### src/rtl/fb_write_arb_pkg.sv
// fb_pkg: shared types and geometry for the 160x120 mono framebuffer write path.
//   fb_wr_state_t : write-controller FSM states (idle / clear / done)
//   FB_WIDTH, FB_HEIGHT, FB_DEPTH, FB_ADDRW : default framebuffer geometry
//   fb_addr_t     : pixel address type for the default geometry
package fb_pkg;

    localparam int FB_WIDTH  = 160;
    localparam int FB_HEIGHT = 120;
    localparam int FB_DEPTH  = FB_WIDTH * FB_HEIGHT;
    localparam int FB_ADDRW  = $clog2(FB_DEPTH);

    typedef logic [FB_ADDRW-1:0] fb_addr_t;

    typedef enum logic [1:0] {
        StIdle,
        StClear,
        StDone
    } fb_wr_state_t;

endpackage

### src/rtl/fb_write_arb_if.sv
// fb_write_arb_if: bundle between the drawing side and the framebuffer write controller.
//   clear_start/clear_colr/clear_busy/clear_done : clear sequencer control and status
//   rN_valid/rN_ready/rN_addr/rN_colr            : two requester write handshakes
//   fb_we/fb_addr/fb_colr                        : BRAM write pins
//   fb_oob                                       : out-of-range request pulse
// master = drawing engines / BRAM side, slave = fb_write_arb.
interface fb_write_arb_if #(
    parameter int ADDRW = 15,
    parameter int DATAW = 1
);

    logic             clear_start;
    logic [DATAW-1:0] clear_colr;
    logic             clear_busy;
    logic             clear_done;

    logic             r0_valid;
    logic             r0_ready;
    logic [ADDRW-1:0] r0_addr;
    logic [DATAW-1:0] r0_colr;

    logic             r1_valid;
    logic             r1_ready;
    logic [ADDRW-1:0] r1_addr;
    logic [DATAW-1:0] r1_colr;

    logic             fb_we;
    logic [ADDRW-1:0] fb_addr;
    logic [DATAW-1:0] fb_colr;
    logic             fb_oob;

    modport master (
        output clear_start, clear_colr,
        output r0_valid, r0_addr, r0_colr,
        output r1_valid, r1_addr, r1_colr,
        input  clear_busy, clear_done,
        input  r0_ready, r1_ready,
        input  fb_we, fb_addr, fb_colr, fb_oob
    );

    modport slave (
        input  clear_start, clear_colr,
        input  r0_valid, r0_addr, r0_colr,
        input  r1_valid, r1_addr, r1_colr,
        output clear_busy, clear_done,
        output r0_ready, r1_ready,
        output fb_we, fb_addr, fb_colr, fb_oob
    );

endinterface

### src/rtl/fb_write_arb_rr_arb2.sv
// rr_arb2: two-way round-robin grant.
//   clk    : clock
//   rst    : synchronous active-high reset (last pointer -> 1, so req[0] wins first)
//   en     : grant enable; no grant is given while low
//   req    : request vector
//   accept : transfer vector (req & gnt); updates the last pointer
//   gnt    : combinational grant; a grant never depends on its own request
module rr_arb2 (
    input  logic       clk,
    input  logic       rst,
    input  logic       en,
    input  logic [1:0] req,
    input  logic [1:0] accept,
    output logic [1:0] gnt
);

    logic last_q;

    // A requester is granted unless the other one is asking and it was served last.
    assign gnt[0] = en && (!req[1] || last_q);
    assign gnt[1] = en && (!req[0] || !last_q);

    always_ff @(posedge clk) begin
        if (rst) begin
            last_q <= 1'b1;
        end else if (accept[0]) begin
            last_q <= 1'b0;
        end else if (accept[1]) begin
            last_q <= 1'b1;
        end
    end

endmodule

### src/rtl/fb_write_arb.sv
// fb_write_arb: write-port controller for the 1bpp framebuffer BRAM.
// Shares the BRAM write port between two requesters (round-robin, valid/ready) and
// owns a clear sequencer that fills the whole buffer with one colour.
//   clk_pix : clock (only clock)
//   rst_pix : synchronous active-high reset
//   vbl     : vertical blanking; gates readies and clear start when FB_WRITE_VBL_EN
//   bus     : fb_write_arb_if.slave (clear control, requesters, BRAM write pins, fb_oob)
// Optional feature macro: FB_WRITE_VBL_EN (draw/clear-start only during blanking).
module fb_write_arb #(
    parameter int FB_WIDTH  = 160,
    parameter int FB_HEIGHT = 120,
    parameter int FB_DATAW  = 1
) (
    input  logic           clk_pix,
    input  logic           rst_pix,
    input  logic           vbl,
    fb_write_arb_if.slave  bus
);

    import fb_pkg::*;

    localparam int FB_DEPTH = FB_WIDTH * FB_HEIGHT;
    localparam int FB_ADDRW = $clog2(FB_DEPTH);
    localparam logic [FB_ADDRW-1:0] LAST_ADDR = FB_ADDRW'(FB_DEPTH - 1);

    fb_wr_state_t        state_q;
    logic [FB_ADDRW-1:0] clr_cnt_q;
    logic [FB_DATAW-1:0] clr_colr_q;
    logic                fb_we_q;
    logic [FB_ADDRW-1:0] fb_addr_q;
    logic [FB_DATAW-1:0] fb_colr_q;
    logic                clear_busy_q;
    logic                clear_done_q;
    logic                fb_oob_q;

    logic                vbl_ok;
    logic                start_acc;
    logic                arb_en;
    logic [1:0]          req;
    logic [1:0]          gnt;
    logic [1:0]          xfer;
    logic [FB_ADDRW-1:0] acc_addr;
    logic [FB_DATAW-1:0] acc_colr;

`ifdef FB_WRITE_VBL_EN
    assign vbl_ok = vbl;
`else
    logic unused_vbl;
    assign unused_vbl = vbl;
    assign vbl_ok     = 1'b1;
`endif

    // clear_start wins over requesters, so it also masks the readies in its cycle.
    assign start_acc = (state_q == StIdle) && bus.clear_start && vbl_ok;
    assign arb_en    = !rst_pix && (state_q == StIdle) && !start_acc && vbl_ok;

    assign req  = {bus.r1_valid, bus.r0_valid};
    assign xfer = req & gnt;

    rr_arb2 u_rr_arb2 (
        .clk    (clk_pix),
        .rst    (rst_pix),
        .en     (arb_en),
        .req    (req),
        .accept (xfer),
        .gnt    (gnt)
    );

    assign bus.r0_ready = gnt[0];
    assign bus.r1_ready = gnt[1];

    assign acc_addr = xfer[1] ? bus.r1_addr : bus.r0_addr;
    assign acc_colr = xfer[1] ? bus.r1_colr : bus.r0_colr;

    always_ff @(posedge clk_pix) begin
        if (rst_pix) begin
            state_q      <= StIdle;
            clr_cnt_q    <= '0;
            clr_colr_q   <= '0;
            fb_we_q      <= 1'b0;
            fb_addr_q    <= '0;
            fb_colr_q    <= '0;
            clear_busy_q <= 1'b0;
            clear_done_q <= 1'b0;
            fb_oob_q     <= 1'b0;
        end else begin
            fb_we_q      <= 1'b0;
            clear_done_q <= 1'b0;
            fb_oob_q     <= 1'b0;
            case (state_q)
                StIdle: begin
                    if (start_acc) begin
                        // Address 0 is issued right away so writes appear from the
                        // cycle after acceptance; the counter tracks the write on the pins.
                        state_q      <= StClear;
                        clr_cnt_q    <= '0;
                        clr_colr_q   <= bus.clear_colr;
                        clear_busy_q <= 1'b1;
                        fb_we_q      <= 1'b1;
                        fb_addr_q    <= '0;
                        fb_colr_q    <= bus.clear_colr;
                    end else if (|xfer) begin
                        if (acc_addr > LAST_ADDR) begin
                            fb_oob_q <= 1'b1;
                        end else begin
                            fb_we_q   <= 1'b1;
                            fb_addr_q <= acc_addr;
                            fb_colr_q <= acc_colr;
                        end
                    end
                end
                StClear: begin
                    if (clr_cnt_q == LAST_ADDR) begin
                        state_q      <= StDone;
                        clear_busy_q <= 1'b0;
                        clear_done_q <= 1'b1;
                    end else begin
                        clr_cnt_q <= clr_cnt_q + 1'b1;
                        fb_we_q   <= 1'b1;
                        fb_addr_q <= clr_cnt_q + 1'b1;
                        fb_colr_q <= clr_colr_q;
                    end
                end
                StDone: begin
                    state_q <= StIdle;
                end
                default: begin
                    state_q <= StIdle;
                end
            endcase
        end
    end

    assign bus.fb_we      = fb_we_q;
    assign bus.fb_addr    = fb_addr_q;
    assign bus.fb_colr    = fb_colr_q;
    assign bus.clear_busy = clear_busy_q;
    assign bus.clear_done = clear_done_q;
    assign bus.fb_oob     = fb_oob_q;

endmodule

### src/flat_wrapper.sv
// flat-port wrapper written by rule: the top's interface ports become plain ports
module fb_write_arb_flat import fb_pkg::*;
#(
    parameter int FB_WIDTH  = 160,
    parameter int FB_HEIGHT = 120,
    parameter int FB_DATAW  = 1
)
  (clk_pix, rst_pix, vbl, bus_clear_start, bus_clear_colr, bus_r0_valid, bus_r0_addr, bus_r0_colr, bus_r1_valid, bus_r1_addr, bus_r1_colr, bus_clear_busy, bus_clear_done, bus_r0_ready, bus_r1_ready, bus_fb_we, bus_fb_addr, bus_fb_colr, bus_fb_oob);
  fb_write_arb_if #(.ADDRW(FB_ADDRW), .DATAW(1)) bus_i ();
  input  logic clk_pix;
  input  logic rst_pix;
  input  logic vbl;
  input wire logic [$bits(bus_i.clear_start)-1:0] bus_clear_start;
  input wire logic [$bits(bus_i.clear_colr)-1:0] bus_clear_colr;
  input wire logic [$bits(bus_i.r0_valid)-1:0] bus_r0_valid;
  input wire logic [$bits(bus_i.r0_addr)-1:0] bus_r0_addr;
  input wire logic [$bits(bus_i.r0_colr)-1:0] bus_r0_colr;
  input wire logic [$bits(bus_i.r1_valid)-1:0] bus_r1_valid;
  input wire logic [$bits(bus_i.r1_addr)-1:0] bus_r1_addr;
  input wire logic [$bits(bus_i.r1_colr)-1:0] bus_r1_colr;
  output wire logic [$bits(bus_i.clear_busy)-1:0] bus_clear_busy;
  output wire logic [$bits(bus_i.clear_done)-1:0] bus_clear_done;
  output wire logic [$bits(bus_i.r0_ready)-1:0] bus_r0_ready;
  output wire logic [$bits(bus_i.r1_ready)-1:0] bus_r1_ready;
  output wire logic [$bits(bus_i.fb_we)-1:0] bus_fb_we;
  output wire logic [$bits(bus_i.fb_addr)-1:0] bus_fb_addr;
  output wire logic [$bits(bus_i.fb_colr)-1:0] bus_fb_colr;
  output wire logic [$bits(bus_i.fb_oob)-1:0] bus_fb_oob;
  assign bus_i.clear_start = bus_clear_start;
  assign bus_i.clear_colr = bus_clear_colr;
  assign bus_i.r0_valid = bus_r0_valid;
  assign bus_i.r0_addr = bus_r0_addr;
  assign bus_i.r0_colr = bus_r0_colr;
  assign bus_i.r1_valid = bus_r1_valid;
  assign bus_i.r1_addr = bus_r1_addr;
  assign bus_i.r1_colr = bus_r1_colr;
  assign bus_clear_busy = bus_i.clear_busy;
  assign bus_clear_done = bus_i.clear_done;
  assign bus_r0_ready = bus_i.r0_ready;
  assign bus_r1_ready = bus_i.r1_ready;
  assign bus_fb_we = bus_i.fb_we;
  assign bus_fb_addr = bus_i.fb_addr;
  assign bus_fb_colr = bus_i.fb_colr;
  assign bus_fb_oob = bus_i.fb_oob;
  fb_write_arb #(.FB_WIDTH(FB_WIDTH), .FB_HEIGHT(FB_HEIGHT), .FB_DATAW(FB_DATAW)) u_core (.clk_pix(clk_pix), .rst_pix(rst_pix), .vbl(vbl), .bus(bus_i));
endmodule
### config.mk
export PLATFORM = sky130hd
export DESIGN_NAME = fb_write_arb_flat
export DESIGN_NICKNAME = d
export VERILOG_FILES = /design/src/rtl/fb_write_arb_pkg.sv /design/src/rtl/fb_write_arb_if.sv /design/src/rtl/fb_write_arb_rr_arb2.sv /design/src/rtl/fb_write_arb.sv /design/src/flat_wrapper.sv
export SDC_FILE = /design/constraint.sdc
export NUM_CORES = 1
export LEC_CHECK = 0
export ABC_AREA = 1
export BUFFER_PORTS_ARGS = -buffer_cell sky130_fd_sc_hd__buf_4
export CAP_MARGIN = 40
export CELL_PAD_IN_SITES_DETAIL_PLACEMENT = 0
export CELL_PAD_IN_SITES_GLOBAL_PLACEMENT = 1
export CORE_ASPECT_RATIO = 1.5
export CORE_UTILIZATION = 39
export DETAILED_ROUTE_END_ITERATION = 10
export PLACE_DENSITY_LB_ADDON = 0.1
export SYNTH_ARGS = -nofsm -noshare
export SYNTH_HDL_FRONTEND = slang
export SYNTH_HIERARCHICAL = 1
export SYNTH_SLANG_ARGS = --single-unit
export TNS_END_PERCENT = 1
### constraint.sdc
create_clock -name clk_pix -period 4.5 [get_ports clk_pix]
set_input_delay 0 -clock clk_pix [delete_from_list [all_inputs] [get_ports clk_pix]]
set_output_delay 0 -clock clk_pix [all_outputs]
set_load 0.02 [all_outputs]
==> results of run 1 <==
layer usage:
metal	global-route usage [%]	up-vias	share of wire, %
met5	0	-	0
met4	6.19	0	1.2
met3	3.89	6	4.2
met2	38.4	64	53
met1	25.1	1063	41
li1	-	1248	-
Yosys cell counts, drive strengths merged (3+ instances only):
cell type  number  area share, %
a21oi          37            8.6
buf            11            4.2
dfxtp          39             33
inv            39            6.3
mux2i           6            2.6
nand2          91             16
nand3          27            5.8
nand3b         12            3.9
nand4           7            2.5
nor2           40            6.5
nor3            4            1.3
o21ai          24            5.1
or2             3           0.80
power by group:
part / internal, mW / total (mW) / switching [mW]
clock: 0.109 / 0.231 / 0.122
combinational: 0.0935 / 0.222 / 0.129
sequential: 0.372 / 0.391 / 0.0185
cell families after synthesis:
logic type	synth area share [%]
AND/OR/NAND/NOR	37.0
buffers and inverters	11.5
multiplexers	2.57
AO/OA/AOI/OAI	15.0
flip-flops	33.4
adder cells (fa/ha/maj)	0.536
layout make-up:
cell class / count / area [um2]
Clock inverter: 1 / 5.00
Fill cell: 626 / 2930
Multi-Input combinational cell: 256 / 1290
Sequential cell: 39 / 781
Tap cell: 72 / 90.1
Timing Repair Buffer: 61 / 458
Clock buffer: 7 / 76.3
Inverter: 40 / 163
flip-flops by register name, summed over array words and instances, names as in the netlist:
signal / count
u_core/u_rr_arb2/last_q: 1
u_core/state_q: 2
u_core/clr_colr_q: 1
u_core/bus.fb_we: 1
u_core/bus.clear_done: 1
u_core/bus.fb_addr: 15
u_core/bus.fb_colr: 1
u_core/bus.clear_busy: 1
u_core/clr_cnt_q: 15
u_core/bus.fb_oob: 1
worst max path at each step:
stage,startpoint,endpoint,slack [ns],depth (start not counted)
floorplan,u_core/state_q[0]$_SDFFE_PP0P_,u_core/bus.fb_addr[2]$_SDFFE_PP0P_,2.15,15
global placement,u_core/state_q[0]$_SDFFE_PP0P_,u_core/bus.fb_addr[1]$_SDFFE_PP0P_,1.92,17
detailed placement,u_core/state_q[0]$_SDFFE_PP0P_,u_core/bus.fb_addr[6]$_SDFFE_PP0P_,1.96,17
CTS,u_core/state_q[0]$_SDFFE_PP0P_,u_core/bus.fb_addr[6]$_SDFFE_PP0P_,1.94,17
global route,u_core/state_q[0]$_SDFFE_PP0P_,u_core/bus.fb_addr[6]$_SDFFE_PP0P_,1.65,19
finish,u_core/state_q[0]$_SDFFE_PP0P_,u_core/bus.fb_addr[6]$_SDFFE_PP0P_,1.95,17
critical path: stages (launching register included):
cell	delay (ns)
dfxtp_1	0.30
inv_1	0.06
nand2_1	0.08
nor2_1	0.09
inv_1	0.04
nor2_1	0.12
inv_1	0.08
a21oi_1	0.12
buf_4	0.17
nand2_4	0.17
o21ai_1	0.24
nand2_1	0.10
nand2_2	0.10
nand4_4	0.35
nand2_4	0.23
nand2_1	0.06
nand2_1	0.06
nor2_1	0.05
==> impl_metrics.prom, run 1 <==
# TYPE chip_impl_metric gauge
chip_impl_metric{name="drc_violations_left",unit=""} 0
chip_impl_metric{name="post_cts_resized",unit=""} 0
chip_impl_metric{name="dp_hpwl",unit="mm"} 4.62
chip_impl_metric{name="timing.max_slew.rel_slack",unit="%"} 47.8
chip_impl_metric{name="postCtsSetupBuffers",unit=""} 0
chip_impl_metric{name="timing.max_cap.violations",unit=""} 0
chip_impl_metric{name="setup_violations",unit=""} 0
chip_impl_metric{name="synthesis.instances",unit=""} 348
chip_impl_metric{name="required",unit="ns"} 4.69
chip_impl_info{name="critical_path.reg2reg.endpoint",value="u_core/bus.fb_addr[6]$_SDFFE_PP0P_"} 1
chip_impl_metric{name="grt_antenna_before_repair",unit=""} 0
chip_impl_metric{name="detailedPlace.worstSlack",unit="ns"} 1.96
chip_impl_info{name="start_kind",value="flop"} 1
chip_impl_metric{name="critPathMaxFanout",unit=""} 28
chip_impl_metric{name="final_core_utilization",unit="%"} 49.4
chip_impl_metric{name="postSynthRegisterBits",unit=""} 39
chip_impl_metric{name="rows",unit=""} 34
chip_impl_metric{name="finalInstanceArea",unit="um2"} 2860
chip_impl_info{name="timing.hold.worst.start",value="bus_clear_colr"} 1
chip_impl_metric{name="die-area",unit="um2"} 6310
chip_impl_metric{name="layout-drive-gt1-share",unit="%"} 21.3
chip_impl_metric{name="die_x",unit="um"} 65.2
chip_impl_metric{name="clk_pin_slew_worst_paths",unit="ns"} 0.08
chip_impl_metric{name="final_cells",unit=""} 476
chip_impl_metric{name="cts_sinks",unit=""} 39
chip_impl_metric{name="fp.dieH",unit="um"} 96.8
chip_impl_info{name="synth_flop_cell",value="dfxtp_1"} 1
chip_impl_metric{name="layout-area-overhead-vs-synth",unit="%"} 22.4
chip_impl_metric{name="finalWeightedCongestion",unit=""} 0.866
chip_impl_metric{name="first_global_vias",unit=""} 2246
chip_impl_metric{name="ant_nets",unit=""} 0
chip_impl_info{name="most_common_cell_after_layout_fill_and_taps_aside",value="nand2_1"} 1
chip_impl_metric{name="initial_core_utilization",unit="%"} 40.4
chip_impl_metric{name="ir_worst_vdd",unit="mV"} 0.134
chip_impl_metric{name="holdPathStages",unit=""} 3
chip_impl_metric{name="final.setup.worst_slack",unit="ns"} 1.95
chip_impl_metric{name="dp.cells",unit=""} 468
chip_impl_metric{name="grt_start_max_net_pins",unit=""} 37
chip_impl_info{name="regToRegStartpoint",value="u_core/state_q[0]$_SDFFE_PP0P_"} 1
chip_impl_metric{name="io_buffer_count",unit=""} 59
chip_impl_info{name="cts.root.buffer_cell",value="clkbuf_8"} 1
chip_impl_metric{name="drt_iter0_drc",unit=""} 104
chip_impl_metric{name="clock_skew",unit="ns"} 0.00760
chip_impl_metric{name="mappedNetlistNets",unit=""} 388
chip_impl_metric{name="power_per_cell_area",unit="nW/um2"} 295
chip_impl_info{name="setup.worst_path.class",value="flop to flop"} 1
chip_impl_metric{name="routed-via-count",unit=""} 2381
chip_impl_info{name="setup_repair_after_global_routing_missed_its_margin",value="no"} 1
chip_impl_info{name="crit_path_end_kind",value="flop"} 1
chip_impl_metric{name="clkLatencyLatePin",unit="ns"} 0.29
chip_impl_metric{name="timing.hold.ws",unit="ns"} 0.0136
chip_impl_metric{name="netlist-cell-type-count",unit=""} 31
chip_impl_metric{name="rrSetupSlack",unit="ns"} 1.95
chip_impl_metric{name="worst-endpoint-arrival",unit="ns"} 2.74
chip_impl_metric{name="finalNetCount",unit=""} 443
chip_impl_metric{name="finalWirelength",unit="mm"} 6.30
chip_impl_metric{name="hold_viol_final",unit=""} 0
chip_impl_info{name="run_status",value="finished clean"} 1
chip_impl_info{name="layout.cells.most_common_list",value="nand2_1 (83), buf_4 (61), inv_1 (39), nor2_1 (39), dfxtp_1 (39)"} 1
chip_impl_metric{name="number_of_enable_type_register_cells_in_the_synthesized_netlist",unit=""} 0
chip_impl_metric{name="postSynth.asyncResetShare",unit="%"} 0
chip_impl_metric{name="timing.fmax",unit="MHz"} 392
chip_impl_metric{name="placed_cell_area",unit="um2"} 2780
chip_impl_metric{name="syn_avg_cell_area",unit="um2"} 6.71
chip_impl_metric{name="grt_overflow_total",unit=""} 0
chip_impl_metric{name="cts-htree-levels",unit=""} 2
chip_impl_metric{name="cts_buffer_depth",unit=""} 2
chip_impl_metric{name="post-route-min-period",unit="ns"} 2.55
chip_impl_metric{name="diodes",unit=""} 0
chip_impl_metric{name="worst_slew_pin_slew",unit="ns"} 0.781
chip_impl_metric{name="cts_hold_buffers",unit=""} 0
chip_impl_info{name="clock_tree_from_tritoncts",value="done"} 1
chip_impl_metric{name="vias_per_instance",unit=""} 5.00
chip_impl_metric{name="synth_warn",unit=""} 6
chip_impl_metric{name="placeableCoreArea",unit="um2"} 5790
chip_impl_metric{name="report.final.slew_viol_count",unit=""} 0
chip_impl_metric{name="cts-buffers-inserted",unit=""} 5
chip_impl_metric{name="drtPass1Iterations",unit=""} 5
chip_impl_metric{name="synth-seq-area-share",unit="%"} 33.4
chip_impl_metric{name="post-layout-total-power",unit="mW"} 0.844
chip_impl_metric{name="synth_area",unit="um2"} 2340
chip_impl_metric{name="p_leak",unit="nW"} 1.41
chip_impl_info{name="min_path_type",value="primary input to flop"} 1
chip_impl_metric{name="routed_wire_length_per_instance",unit="um"} 13.2
chip_impl_metric{name="setup_tns_final",unit="ns"} 0
chip_impl_metric{name="period_share",unit="%"} 56.7
chip_impl_metric{name="grtUsageTotal",unit="%"} 21.4
chip_impl_metric{name="grt_pass1_wl",unit="mm"} 10.5
chip_impl_metric{name="worst_r2r_path_depth",unit=""} 17
chip_impl_metric{name="ios",unit=""} 61
chip_impl_info{name="hold_path_end",value="u_core/clr_colr_q$_SDFFE_PP0P_"} 1
No activity file was read; power rests on OpenSTA's default activity.
==> inputs of run 2 (changes only) <==
ABC_AREA = 0   (was 1)
CORE_UTILIZATION = 35   (was 39)
clock period = 2.1 ns   (was 4.5 ns; I/O delays follow)
==> impl_metrics.prom, run 2 <==
# TYPE chip_impl_metric gauge
chip_impl_metric{name="grtUsageTotal",unit="%"} 21.4
chip_impl_info{name="synth.largest_area_cell",value="dfxtp_1"} 1
chip_impl_metric{name="diodes",unit=""} 0
chip_impl_metric{name="yosys-mux-area-fraction",unit="%"} 7.52
chip_impl_metric{name="placeableCoreArea",unit="um2"} 6220
chip_impl_metric{name="final.setup.worst_slack",unit="ns"} -0.230
chip_impl_metric{name="grt_overflow_total",unit=""} 0
chip_impl_metric{name="report.final.slew_viol_count",unit=""} 0
chip_impl_metric{name="clock_skew",unit="ns"} 0.00554
chip_impl_info{name="critical_path.reg2reg.endpoint",value="u_core/bus.fb_addr[6]$_SDFFE_PP0P_"} 1
chip_impl_metric{name="netlist-cell-type-count",unit=""} 56
chip_impl_metric{name="required",unit="ns"} 2.34
chip_impl_metric{name="synth-adder-area-share",unit="%"} 0.545
chip_impl_metric{name="multi_input_comb_area",unit="um2"} 1440
chip_impl_metric{name="clk_pin_slew_worst_paths",unit="ns"} 0.08
chip_impl_info{name="cp-startpoint",value="u_core/state_q[0]$_SDFFE_PP0P_"} 1
chip_impl_info{name="layout.cells.most_common_list",value="buf_4 (101), dfxtp_1 (37), nor2_1 (28), nand2_1 (21), o21bai_1 (13)"} 1
chip_impl_metric{name="drtPass1Iterations",unit=""} 4
chip_impl_metric{name="dp_hpwl",unit="mm"} 5.15
chip_impl_info{name="synthMostInstantiatedCell",value="dfxtp_1"} 1
chip_impl_metric{name="post-route-min-period",unit="ns"} 2.33
chip_impl_metric{name="power_per_cell_area",unit="nW/um2"} 558
chip_impl_metric{name="worst_slew_pin_slew",unit="ns"} 0.385
chip_impl_metric{name="synth_warn",unit=""} 6
chip_impl_metric{name="grt_pass1_wl",unit="mm"} 11.1
chip_impl_metric{name="ant_nets",unit=""} 0
chip_impl_metric{name="synth_compound_area_share",unit="%"} 28.1
chip_impl_metric{name="rows",unit=""} 35
chip_impl_metric{name="io_buffer_count",unit=""} 59
chip_impl_info{name="synth_flop_cell",value="dfxtp_1"} 1
chip_impl_metric{name="post_synth_xor_area_fraction",unit="%"} 4.20
chip_impl_metric{name="cts_sinks",unit=""} 39
chip_impl_metric{name="finalNetCount",unit=""} 402
chip_impl_info{name="cts.root.buffer_cell",value="clkbuf_8"} 1
chip_impl_metric{name="postSynth.asyncResetShare",unit="%"} 0
chip_impl_metric{name="power.net_switching",unit="mW"} 0.482
chip_impl_metric{name="die-area",unit="um2"} 6890
chip_impl_metric{name="syn_avg_cell_area",unit="um2"} 8.44
chip_impl_metric{name="synth-seq-area-share",unit="%"} 34.0
chip_impl_metric{name="vias_per_instance",unit=""} 5.35
chip_impl_metric{name="cts-buffers-inserted",unit=""} 5
chip_impl_metric{name="placed_cell_area",unit="um2"} 3090
chip_impl_metric{name="fp.dieH",unit="um"} 101
chip_impl_metric{name="drt_iter0_drc",unit=""} 79
chip_impl_info{name="synth_top_family_by_area",value="compound AO/OA/AOI/OAI gates"} 1
chip_impl_info{name="clock_tree_from_tritoncts",value="done"} 1
chip_impl_metric{name="synth_area",unit="um2"} 2300
chip_impl_metric{name="grt_start_max_net_pins",unit=""} 27
chip_impl_metric{name="period_share",unit="%"} 111
chip_impl_metric{name="internal_dissipation",unit="mW"} 1.35
chip_impl_info{name="critPathCapture",value="u_core/bus.fb_addr[6]$_SDFFE_PP0P_"} 1
chip_impl_metric{name="finalWeightedCongestion",unit=""} 0.848
chip_impl_metric{name="comb_power_share",unit="%"} 21.0
chip_impl_info{name="run_status",value="finished with violations"} 1
chip_impl_metric{name="finalWirelength",unit="mm"} 6.86
chip_impl_info{name="regToRegStartpoint",value="u_core/state_q[0]$_SDFFE_PP0P_"} 1
chip_impl_metric{name="synthesis.instances",unit=""} 272
chip_impl_info{name="setup.worst_path.class",value="flop to flop"} 1
chip_impl_metric{name="number_of_enable_type_register_cells_in_the_synthesized_netlist",unit=""} 0
chip_impl_info{name="synth_top_cells_by_area",value="dfxtp_1 (34%), mux2i_1 (6.5%), o311a_1 (5.2%)"} 1
chip_impl_metric{name="p_leak",unit="nW"} 1.45
chip_impl_info{name="most_common_cell_after_layout_fill_and_taps_aside",value="buf_4"} 1
chip_impl_metric{name="critPathMaxFanout",unit=""} 7
chip_impl_metric{name="hold_viol_final",unit=""} 0
chip_impl_metric{name="ff_latch_area",unit="um2"} 783
chip_impl_metric{name="timing.hold.ws",unit="ns"} 0.180
chip_impl_metric{name="setup_violations",unit=""} 17
chip_impl_metric{name="routed-via-count",unit=""} 2336
chip_impl_metric{name="mappedNetlistNets",unit=""} 312
chip_impl_metric{name="post-layout-total-power",unit="mW"} 1.83
chip_impl_metric{name="power.share.sequential",unit="%"} 43.0
chip_impl_metric{name="fill_cells",unit=""} 610
chip_impl_metric{name="timing.fmax",unit="MHz"} 429
chip_impl_info{name="min_path_type",value="primary input to flop"} 1
chip_impl_metric{name="initial_core_utilization",unit="%"} 36.9
chip_impl_info{name="start_kind",value="flop"} 1
chip_impl_metric{name="worst-endpoint-arrival",unit="ns"} 2.57
chip_impl_metric{name="worst_r2r_path_depth",unit=""} 10
chip_impl_info{name="setup_repair_after_global_routing_missed_its_margin",value="yes"} 1
chip_impl_metric{name="synth_simple_gate_area_share",unit="%"} 19.7
chip_impl_metric{name="ir_worst_vdd",unit="mV"} 0.263
chip_impl_info{name="synth.top_cells.by_count",value="dfxtp_1 (39), nor2_1 (28), nand2_1 (22), mux2i_1 (15), clkbuf_1 (14)"} 1
chip_impl_metric{name="final_cells",unit=""} 437
chip_impl_metric{name="cts-htree-levels",unit=""} 2
chip_impl_metric{name="finalInstanceArea",unit="um2"} 3290
chip_impl_metric{name="cts_buffer_depth",unit=""} 2
chip_impl_metric{name="share_clk_of_total_power",unit="%"} 36.0
chip_impl_metric{name="first_global_vias",unit=""} 2318
chip_impl_metric{name="timing.max_cap.violations",unit=""} 0
chip_impl_metric{name="dp.cells",unit=""} 423
chip_impl_metric{name="rrSetupSlack",unit="ns"} -0.23
chip_impl_metric{name="die_x",unit="um"} 68.1
chip_impl_metric{name="routed_wire_length_per_instance",unit="um"} 15.7
chip_impl_metric{name="layout-area-overhead-vs-synth",unit="%"} 43.2
chip_impl_metric{name="timing.max_slew.rel_slack",unit="%"} 74.3
chip_impl_metric{name="layout-drive-gt1-share",unit="%"} 36.9
chip_impl_metric{name="switching_share",unit="%"} 26.3
chip_impl_metric{name="drc_violations_left",unit=""} 0
chip_impl_metric{name="yosysTopAreaCellShare",unit="%"} 34.0
chip_impl_info{name="crit_path_end_kind",value="flop"} 1
chip_impl_metric{name="ios",unit=""} 61
chip_impl_metric{name="final_core_utilization",unit="%"} 52.9
chip_impl_metric{name="clkLatencyLatePin",unit="ns"} 0.29
chip_impl_metric{name="postSynthRegisterBits",unit=""} 39
chip_impl_metric{name="grt_antenna_before_repair",unit=""} 0
chip_impl_info{name="failed_checks",value="negative setup slack"} 1
## run 2: changes by cell type after synthesis, sizes merged, moves of 13 or more
cell / delta
nand3: -23
nand2: -69
o21ai: -13
a21oi: -28
inv: -35
o21bai: +14
## run 2: final cells by class
type                       instances  area share, %
inverter                           5          0.571
clock buffer                       6           2.51
clock inverter                     2           1.07
timing repair buffer             106           25.3
multi-input combinational        205           43.9
sequential                        39           23.8
tap                               74           2.82
## run 2: how the worst min path moves through the flow
stage	from	end	slack (ns)	cells past startpoint
2_1_floorplan	bus_r0_valid	bus_r1_ready	0.06	1
3_3_place_gp	bus_clear_colr	u_core/clr_colr_q$_SDFFE_PP0P_	0.25	3
3_5_place_dp	bus_clear_colr	u_core/clr_colr_q$_SDFFE_PP0P_	0.26	3
4_1_cts	bus_r0_addr[1]	u_core/bus.fb_addr[1]$_SDFFE_PP0P_	0.16	4
5_1_grt	bus_r0_addr[1]	u_core/bus.fb_addr[1]$_SDFFE_PP0P_	0.17	4
6_report	bus_r0_addr[1]	u_core/bus.fb_addr[1]$_SDFFE_PP0P_	0.18	4
## run 2: power groups by stage
| stage | Clock, mW | Combinational [mW] | Sequential [mW] |
|---|---|---|---|
| final | 0.660 | 0.385 | 0.788 |
| after CTS | 0.687 | 0.387 | 0.788 |
| after floorplan | 0 | 0.174 | 0.835 |
| after global routing | 0.722 | 0.421 | 0.793 |
| after detailed placement | 0 | 0.375 | 0.805 |
| after global placement | 0 | 0.373 | 0.805 |
## run 2: metrics by stage
stage	worst slack [ns]	TNS [ns]
2_1_floorplan	-0.350	-5.62
3_3_place_gp	-0.313	-4.48
3_5_place_dp	-0.373	-5.80
4_1_cts	-0.289	-3.65
5_1_grt	-0.390	-5.73
6_report	-0.230	-3.07
## run 2: worst max-delay path: stages (launching register included)
cell and delay [ns]:
dfxtp_2 0.34, nor4_4 0.24, a21boi_4 0.25, nand2_4 0.11
buf_6 0.14, mux2i_4 0.19, a211oi_2 0.07, o31a_1 0.34
buf_6 0.15, or4_1 0.40, nand2_1 0.07
## run 2: routing by layer
layer	GRT usage (%)	routed length [um]	share of wire (%)
met5	0	0	0
met4	9.13	151	2.2
met3	3.60	295	4.3
met2	34.8	3370	49
met1	27.3	3040	44
## run 2: timing repair
action / 4_1_cts / 5_1_grt
hold buffers: 1 / 0
hold endpoints to repair: 1 / 0
gates resized for setup: 6 / 1
gates cloned: 0 / 0
endpoints found under the setup margin: 17 / 17
pin swaps: 18 / 1
buffers inserted: 5 / 0
## run 2: kinds of logic (layout without fill, tap and decap cells)
logic type                 after synthesis  after routing
xor gates and xnor gates                11             11
adders and majority gates                1              1
AOI/OAI and AO/OA                       86             86
DFF                                     39             39
buffers and inverters                   28            119
muxes                                   17             17
and+or+nand+nor                         90             90
